==> src/rtl/seg7_frame_ctrl.sv <==
// seg7_frame_ctrl: 7-seg display source; host writes are shadowed and committed at a Scan 7->0 frame boundary. Optional readback via SEG7_FRAME_CTRL_RDBK_EN.
// Latency: all display outputs registered; an accepted write reaches them at the next frame boundary (1..8*SCAN_TICK cycles).
// Backpressure: wr_ready is low for a register whose shadow still awaits commit; reserved selects are always accepted and dropped.
module seg7_frame_ctrl #(
    parameter int SCAN_TICK    = 50000,
    parameter int FLASH_FRAMES = 64
) (
    input  logic        clk,
    input  logic        rst_n,
    input  logic        wr_valid,
    output logic        wr_ready,
    input  logic [1:0]  wr_sel,
    input  logic [31:0] wr_data,
    output logic [31:0] Hexs,
    output logic [7:0]  LES,
    output logic [7:0]  point,
    output logic        SW0,
    output logic [2:0]  Scan,
    output logic        flash,
    output logic        frame_done
`ifdef SEG7_FRAME_CTRL_RDBK_EN
    ,
    output logic [31:0] rd_data
`endif
);

    typedef struct packed {
        logic       sw0;
        logic [7:0] point;
        logic [7:0] les;
    } attr_t;

    localparam int PW = (SCAN_TICK > 1) ? $clog2(SCAN_TICK) : 1;
    localparam int FW = $clog2(FLASH_FRAMES + 1);
    localparam logic [PW-1:0] PRESC_LAST = PW'(SCAN_TICK - 1);
    localparam logic [FW-1:0] FRAME_LAST = FW'(FLASH_FRAMES - 1);

    logic [PW-1:0] presc;
    logic [FW-1:0] frame_cnt;
    logic [31:0]   hex_shd;
    attr_t         attr_shd;
    attr_t         attr_act;
    logic [1:0]    dirty;
    logic          scan_step;
    logic          boundary;
    logic          wr_fire;
    logic [1:0]    wr_hit;

    assign scan_step = (presc == PRESC_LAST);
    assign boundary  = scan_step && (Scan == 3'd7);

    // A register can take a new value only once its pending one has been committed.
    assign wr_ready = wr_sel[1] | ~dirty[wr_sel[0]];
    assign wr_fire  = wr_valid & wr_ready;
    assign wr_hit   = {wr_fire && (wr_sel == 2'd1), wr_fire && (wr_sel == 2'd0)};

    assign LES   = attr_act.les;
    assign point = attr_act.point;
    assign SW0   = attr_act.sw0;

    always_ff @(posedge clk or negedge rst_n) begin
        if (!rst_n) begin
            presc      <= '0;
            Scan       <= '0;
            frame_done <= 1'b0;
            frame_cnt  <= '0;
            flash      <= 1'b0;
        end else begin
            frame_done <= boundary;
            if (scan_step) begin
                presc <= '0;
                Scan  <= Scan + 3'd1;
            end else begin
                presc <= presc + 1'b1;
            end
            if (boundary) begin
                if (frame_cnt == FRAME_LAST) begin
                    frame_cnt <= '0;
                    flash     <= ~flash;
                end else begin
                    frame_cnt <= frame_cnt + 1'b1;
                end
            end
        end
    end

    // A write landing on the boundary edge sees dirty=0, so it is shadowed and waits a full frame.
    always_ff @(posedge clk or negedge rst_n) begin
        if (!rst_n) begin
            hex_shd  <= '0;
            attr_shd <= '0;
            Hexs     <= '0;
            attr_act <= '0;
            dirty    <= '0;
        end else begin
            if (boundary && dirty[0]) Hexs     <= hex_shd;
            if (boundary && dirty[1]) attr_act <= attr_shd;
            if (wr_hit[0]) hex_shd  <= wr_data;
            if (wr_hit[1]) attr_shd <= attr_t'(wr_data[16:0]);
            dirty <= wr_hit | (dirty & {2{~boundary}});
        end
    end

`ifdef SEG7_FRAME_CTRL_RDBK_EN
    always_comb begin
        rd_data = '0;
        case (wr_sel)
            2'd0:    rd_data = Hexs;
            2'd1:    rd_data = {15'b0, attr_act};
            2'd2:    rd_data = {30'b0, dirty};
            default: rd_data = '0;
        endcase
    end
`endif

endmodule

==> config.mk <==
export PLATFORM = sky130hd
export DESIGN_NAME = seg7_frame_ctrl
export DESIGN_NICKNAME = d
export VERILOG_FILES = /design/src/rtl/seg7_frame_ctrl.sv
export SDC_FILE = /design/constraint.sdc
export NUM_CORES = 1
export LEC_CHECK = 0
export CAP_MARGIN = 25
export CORE_MARGIN = 2
export CORE_UTILIZATION = 30
export CTS_BUF_LIST = sky130_fd_sc_hd__clkbuf_8
export DETAILED_ROUTE_END_ITERATION = 10
export PLACE_DENSITY = 0.51
export SLEW_MARGIN = 10
export SYNTH_ARGS = -nofsm -noshare
export SYNTH_HDL_FRONTEND = slang
export SYNTH_SLANG_ARGS = --single-unit
==> constraint.sdc <==
create_clock -name clk -period 1.8 [get_ports clk]
set_input_delay 0.18 -clock clk [delete_from_list [all_inputs] [get_ports clk]]
set_output_delay 0.18 -clock clk [all_outputs]
set_load 0.03 [all_outputs]
==> run metrics, run 1 <==
Final Hold Fails 0; most frequent cells in the layout dfrtp_1, clkdlybuf4s50_1, mux2_2; Nets 501; Primary FF master, synth dfrtp_1; worst r2r path cells 7; post-DR vias/cell 4.45; status finished, final reports clean; slowest CP cell dfrtp_2; CTS buffer count 17; IO Pins 92; GP Congestion 0.762; GR Util All Layers 12.5%; metal2 WL 5180 um; Post-DRT Antenna Nets 0; M1 wire length 4880 um; Setup Skew 0.0117 ns; largest net degree at the start of global routing 43; sequential share of the synthesized area 61.8%; worst-margin pin slew 0.604 ns; Die W 135 um; WS Path Type reg2reg; finished layout cell area 0.00708 sq mm; DRT Pass-1 Iters 4; dpl cells 665; H-tree level count 4; first-pass GRT wire length 17400 um; CP max FO 13; storage element area 0.00321 sq mm; die area 0.0183 sq mm; met3 wire length 476 um; Mapped Cells 331; Crit. Startpoint Scan[1]; CTS max path bufs 2; most used cell, CP ha_4; end of the critical path Hexs[14]; Port Buffers 91; RSZ-0062 raised after global routing true; diode count 0; Critical Path, Cell by Cell ha_4 > ha_4 > and4_1 > and4_4 > nand2_4 > buf_12 > mux2_2; Post-synth EDFFs 0; gr ovfl total 0; clock-pin slew on the worst setup and hold paths 0.07 ns; Synth async-reset ratio 100%; Leak Pwr 3.29 nW; Post-CTS Setup Inserts 0; fillers 1574; setup violators final 0; Synth cell types 36; Power Total 7.08 mW; Max Clock Freq 0.558 GHz; commonest non-fill, non-tap cell in the layout dfrtp_1; area delta synth->final 36.6%; via count 3104; Placed Area 0.00664 sq mm; area of the multi-input gates 0.00196 sq mm; flop2flop setup slack 0.009 ns; critical path launch point type register; DR top layer met4; clk_lat worst skew 0.43 ns; Root Driver clkbuf_8; number of global-route vias before repair 3298; Reg-to-Reg Start Scan[1]; CP Data Required Time 2.12 ns; Data arrival, critical path 2.11 ns; Row Count 48; crit share post-route 99.5%; largest stage delay on the critical path 0.43 ns; Core Util, Final 41.4%; PD cells 1000 mW/mm^2; syn nets 372; Seq cells post-synth 128; CTS tree yes; R2R Path End Hexs[14]; Worst Hold Class in2async; Clock Sinks 128; peak supply drop 0.000469 V; Slew HR 59.7%; min Tclk post-route 1.79 ns; initial antenna violation count 0; Mapped Area 0.00518 sq mm; # Max-Cap Violations 0; final wirelength 10700 um; dpl hpwl 7310 um; Syn Area/Cell 15.7 sq um; Initial DRC Count 113; share of layout cells above drive strength 1 37.8%; core region area 0.0171 sq mm; Slew Limit Fails 0; wire length per cell 15.3 um; drc violations 0; final std cells w/o fill 698; Initial Utilization 30.3%; crit path capture type register; height of the die 135 um; Ys Warns 0; Final WS setup 0.00855 ns; Setup WS pre-CTS -0.0271 ns
-- registers in the layout (all words and copies together), names as in the netlist --
| signal | cells |
|---|---|
| Hexs | 32 |
| hex_shd | 32 |
| attr_shd | 17 |
| presc | 16 |
| LES | 8 |
| point | 8 |
| frame_cnt | 7 |
| Scan | 3 |
| dirty | 2 |
| SW0 | 1 |
| flash | 1 |
| frame_done | 1 |
-- cell families after synthesis --
kind of cell | Yosys count | share of synthesized area, %
xor+xnor | 16 | 2.70
mux | 104 | 24.7
simple gates | 55 | 6.73
buf+inv | 14 | 1.76
fa+ha+maj | 4 | 0.966
compound gates | 10 | 1.33
flops | 128 | 61.8
-- worst max-delay path: cells and delay by family (launching register included) --
family,cells,cell delay [ns]
fa+ha+maj,2,0.32
buf+inv,1,0.17
flops,1,0.43
mux,1,0.34
simple gates,3,0.43
-- cell usage after synthesis, types with 2 or more instances --
| master | n | area share [%] |
|---|---|---|
| mux2_2 | 72 | 16 |
| nand4_1 | 5 | 0.60 |
| xor2_1 | 6 | 1.0 |
| nor3_1 | 3 | 0.29 |
| and3_1 | 4 | 0.48 |
| buf_2 | 7 | 0.68 |
| dfrtp_1 | 128 | 62 |
| o21ai_0 | 3 | 0.29 |
| xnor2_1 | 10 | 1.7 |
| nand2_1 | 7 | 0.51 |
| nand3_1 | 8 | 0.77 |
| nor2_1 | 10 | 0.72 |
| inv_1 | 3 | 0.22 |
| nor4_1 | 2 | 0.24 |
| mux2i_1 | 2 | 0.39 |
| buf_6 | 4 | 0.87 |
| and4bb_2 | 2 | 0.48 |
| and4_1 | 3 | 0.51 |
| ha_1 | 4 | 0.97 |
| a21o_1 | 3 | 0.43 |
| mux2_4 | 30 | 8.7 |
-- layer usage --
| metal | track usage [%] | vias up |
|---|---|---|
| met1 | 16.2 | 1577 |
| met5 | 0 | - |
| met2 | 19.7 | 68 |
| li1 | - | 1445 |
| met4 | 5.73 | 0 |
| met3 | 3.25 | 14 |
-- area by class of cell --
cell class	instances	area share (%)
Clock buffer	18	3.50
Timing Repair Buffer	121	17.1
Clock inverter	14	2.33
Inverter	3	0.159
Multi-Input combinational cell	189	27.6
Sequential cell	128	45.3
Tap cell	225	3.98
-- repair_timing --
| item | 4_1_cts | 5_1_grt |
|---|---|---|
| endpoints found under the hold margin | 37 | 0 |
| resized for setup | 4 | 2 |
| setup endpoints to repair | 10 | 35 |
| hold buffers | 1 | 0 |
-- through the flow --
step	TNS (ns)	hold slack [ns]
floorplan	0	-0.116
global placement	0	0.228
detailed placement	-0.525	0.240
finish	0	0.301
global route	-0.697	0.334
CTS	0	0.291
-- worst min path at each step --
stage | start | endpoint | slack (ns) | cells after the start
5_1_grt | wr_data[23] | hex_shd[23] | 0.33 | 2
2_1_floorplan | rst_n | Hexs[0] | -0.12 | 0
3_5_place_dp | rst_n | hex_shd[19] | 0.24 | 1
6_report | rst_n | Hexs[17] | 0.30 | 2
3_3_place_gp | rst_n | Hexs[17] | 0.23 | 1
4_1_cts | rst_n | hex_shd[19] | 0.29 | 2
-- power breakdown --
part	switching (mW)	internal (mW)	leakage, nW
clock	1.16	1.40	0.197
sequential	0.264	3.44	1.66
combinational	0.265	0.550	1.43
total	1.69	5.39	3.29
Power figures use the tool's default switching activity.
==> run 2, diff against run 1 <==
--- a/config.mk
+++ b/config.mk
@@ -5,12 +5,13 @@
 export SDC_FILE = /design/constraint.sdc
 export NUM_CORES = 1
 export LEC_CHECK = 0
+export ABC_AREA = 0
 export CAP_MARGIN = 25
 export CORE_MARGIN = 2
 export CORE_UTILIZATION = 30
-export CTS_BUF_LIST = sky130_fd_sc_hd__clkbuf_8
+export CTS_BUF_LIST = sky130_fd_sc_hd__clkbuf_4
 export DETAILED_ROUTE_END_ITERATION = 10
-export PLACE_DENSITY = 0.51
+export PLACE_DENSITY = 0.56
 export SLEW_MARGIN = 10
 export SYNTH_ARGS = -nofsm -noshare
 export SYNTH_HDL_FRONTEND = slang
==> run 2 against run 1 <==
Compared with the run above: the run now ends with negative setup slack left; final cell count is 0.14% lower; clock skew is 0.012 ns higher; non-clock buffer count is 1 lower; combinational power is 4.1% higher; design area is 1.7% lower; register-to-register slack worse by 0.03 ns; setup slack worse by 0.026 ns; largest power group unchanged; critical endpoint unchanged.
==> run metrics, run 2 (synthesis results as in run 1) <==
failing checks negative setup slack; metal2 WL 4860 um; commonest non-fill, non-tap cell in the layout dfrtp_1; # Max-Cap Violations 0; initial antenna violation count 0; dpl hpwl 7090 um; first-pass GRT wire length 17500 um; worst-margin pin slew 0.602 ns; RSZ-0062 raised after global routing true; largest net degree at the start of global routing 44; Root Driver clkbuf_4; dpl cells 660; Post-DRT Antenna Nets 0; Setup Skew 0.0235 ns; height of the die 135 um; met3 wire length 670 um; wire length per cell 15.1 um; final std cells w/o fill 697; clk_lat worst skew 0.53 ns; PD cells 948 mW/mm^2; WS Path Type reg2reg; post-DR vias/cell 4.43; DRT Pass-1 Iters 4; Power Total 6.59 mW; Setup TNS -0.0738 ns; GR Util All Layers 12.4%; fillers 1606; GP Congestion 0.781; final wirelength 10500 um; CTS max path bufs 2; Leak Pwr 3.76 nW; area delta synth->final 34.2%; share of layout cells above drive strength 1 37.1%; min Tclk post-route 1.82 ns; core region area 0.0171 sq mm; WHS 0.0895 ns; H-tree level count 4; via count 3088; CP max FO 14; Worst Hold Class in2async; Initial DRC Count 135; Slew Limit Fails 0; peak supply drop 0.000484 V; storage element area 0.00321 sq mm; Final Hold Fails 0; Initial Utilization 30.3%; drc violations 0; CP Data Required Time 2.21 ns; clock-pin slew on the worst setup and hold paths 0.13 ns; crit share post-route 101%; setup violators final 14; status finished with violations; number of global-route vias before repair 3385; Port Buffers 91; CTS tree yes; M1 wire length 4890 um; Nets 500; CTS buffer count 17; Data arrival, critical path 2.23 ns; Slew HR 59.5%; DR top layer met4; area of the multi-input gates 0.00195 sq mm; Max Clock Freq 0.550 GHz; Top Registers Hexs x32, hex_shd x32, attr_shd x17; diode count 0; IO Pins 92; most frequent cells in the layout dfrtp_1, mux2_2, clkdlybuf4s50_1; Die W 135 um; gr ovfl total 0; Row Count 48; critical path launch point type register; Final WS setup -0.0171 ns; Clock Sinks 128; die area 0.0183 sq mm; crit path capture type register
==> run 2: worst max-delay path, cell delays in order (launching register included) <==
cell	delay, ns
dfrtp_2	0.45
ha_4	0.17
ha_4	0.15
and4_1	0.14
and4_4	0.18
nand2_4	0.09
buf_12	0.17
mux2_2	0.35
==> run 2: final timing paths <==
check | to | slack (ns) | depth (start not counted) | startpoint
max | Hexs[14] | -0.02 | 7 | Scan[1]
min | Hexs[27] | 0.09 | 2 | rst_n
max reg2reg | Hexs[14] | -0.02 | 7 | Scan[1]
min reg2reg | flash | 0.48 | 1 | flash
max in group asynchronous | Hexs[1] | 1.11 | 3 | rst_n
min in group clk | hex_shd[27] | 0.26 | 2 | wr_data[27]
==> run 2: where the power goes <==
group | switching, mW | internal [mW] | leakage, nW
logic | 0.270 | 0.577 | 1.95
registers | 0.273 | 3.43 | 1.66
clock network | 1.09 | 0.952 | 0.149
==> run 2: what timing repair did <==
| item | CTS | global route |
|---|---|---|
| setup endpoints to repair | 60 | 57 |
| setup buffers | 2 | 2 |
| hold buffers | 1 | 0 |
| hold endpoints to repair | 128 | 0 |
| resized for setup | 35 | 22 |
| pin swaps | 1 | 0 |
==> run 2: cell type report <==
class	instances	area share, %
Timing Repair Buffer	120	17.4
Inverter	3	0.162
Tap cell	225	4.05
Clock inverter	15	2.43
Clock buffer	17	1.83
Multi-Input combinational cell	189	28.1
Sequential cell	128	46.1
==> run 2: through the flow <==
| step | area [sq um] | worst slack (ns) | utilization [%] |
|---|---|---|---|
| after floorplan | 5230 | 0.00931 | - |
| after global placement | 6590 | 0.00560 | 38.5 |
| after detailed placement | 6590 | -0.0273 | 38.5 |
| after CTS | 6890 | -0.0179 | 40.2 |
| after global routing | 6960 | -0.0628 | 40.7 |
| final | 6960 | -0.0171 | 40.7 |
==> run 2: metal layers <==
layer / track usage [%] / vias to the layer above
met5: 0 / -
li1: - / 1437
met2: 19.5 / 81
met3: 5.42 / 9
met1: 15.5 / 1561
met4: 3.82 / 0
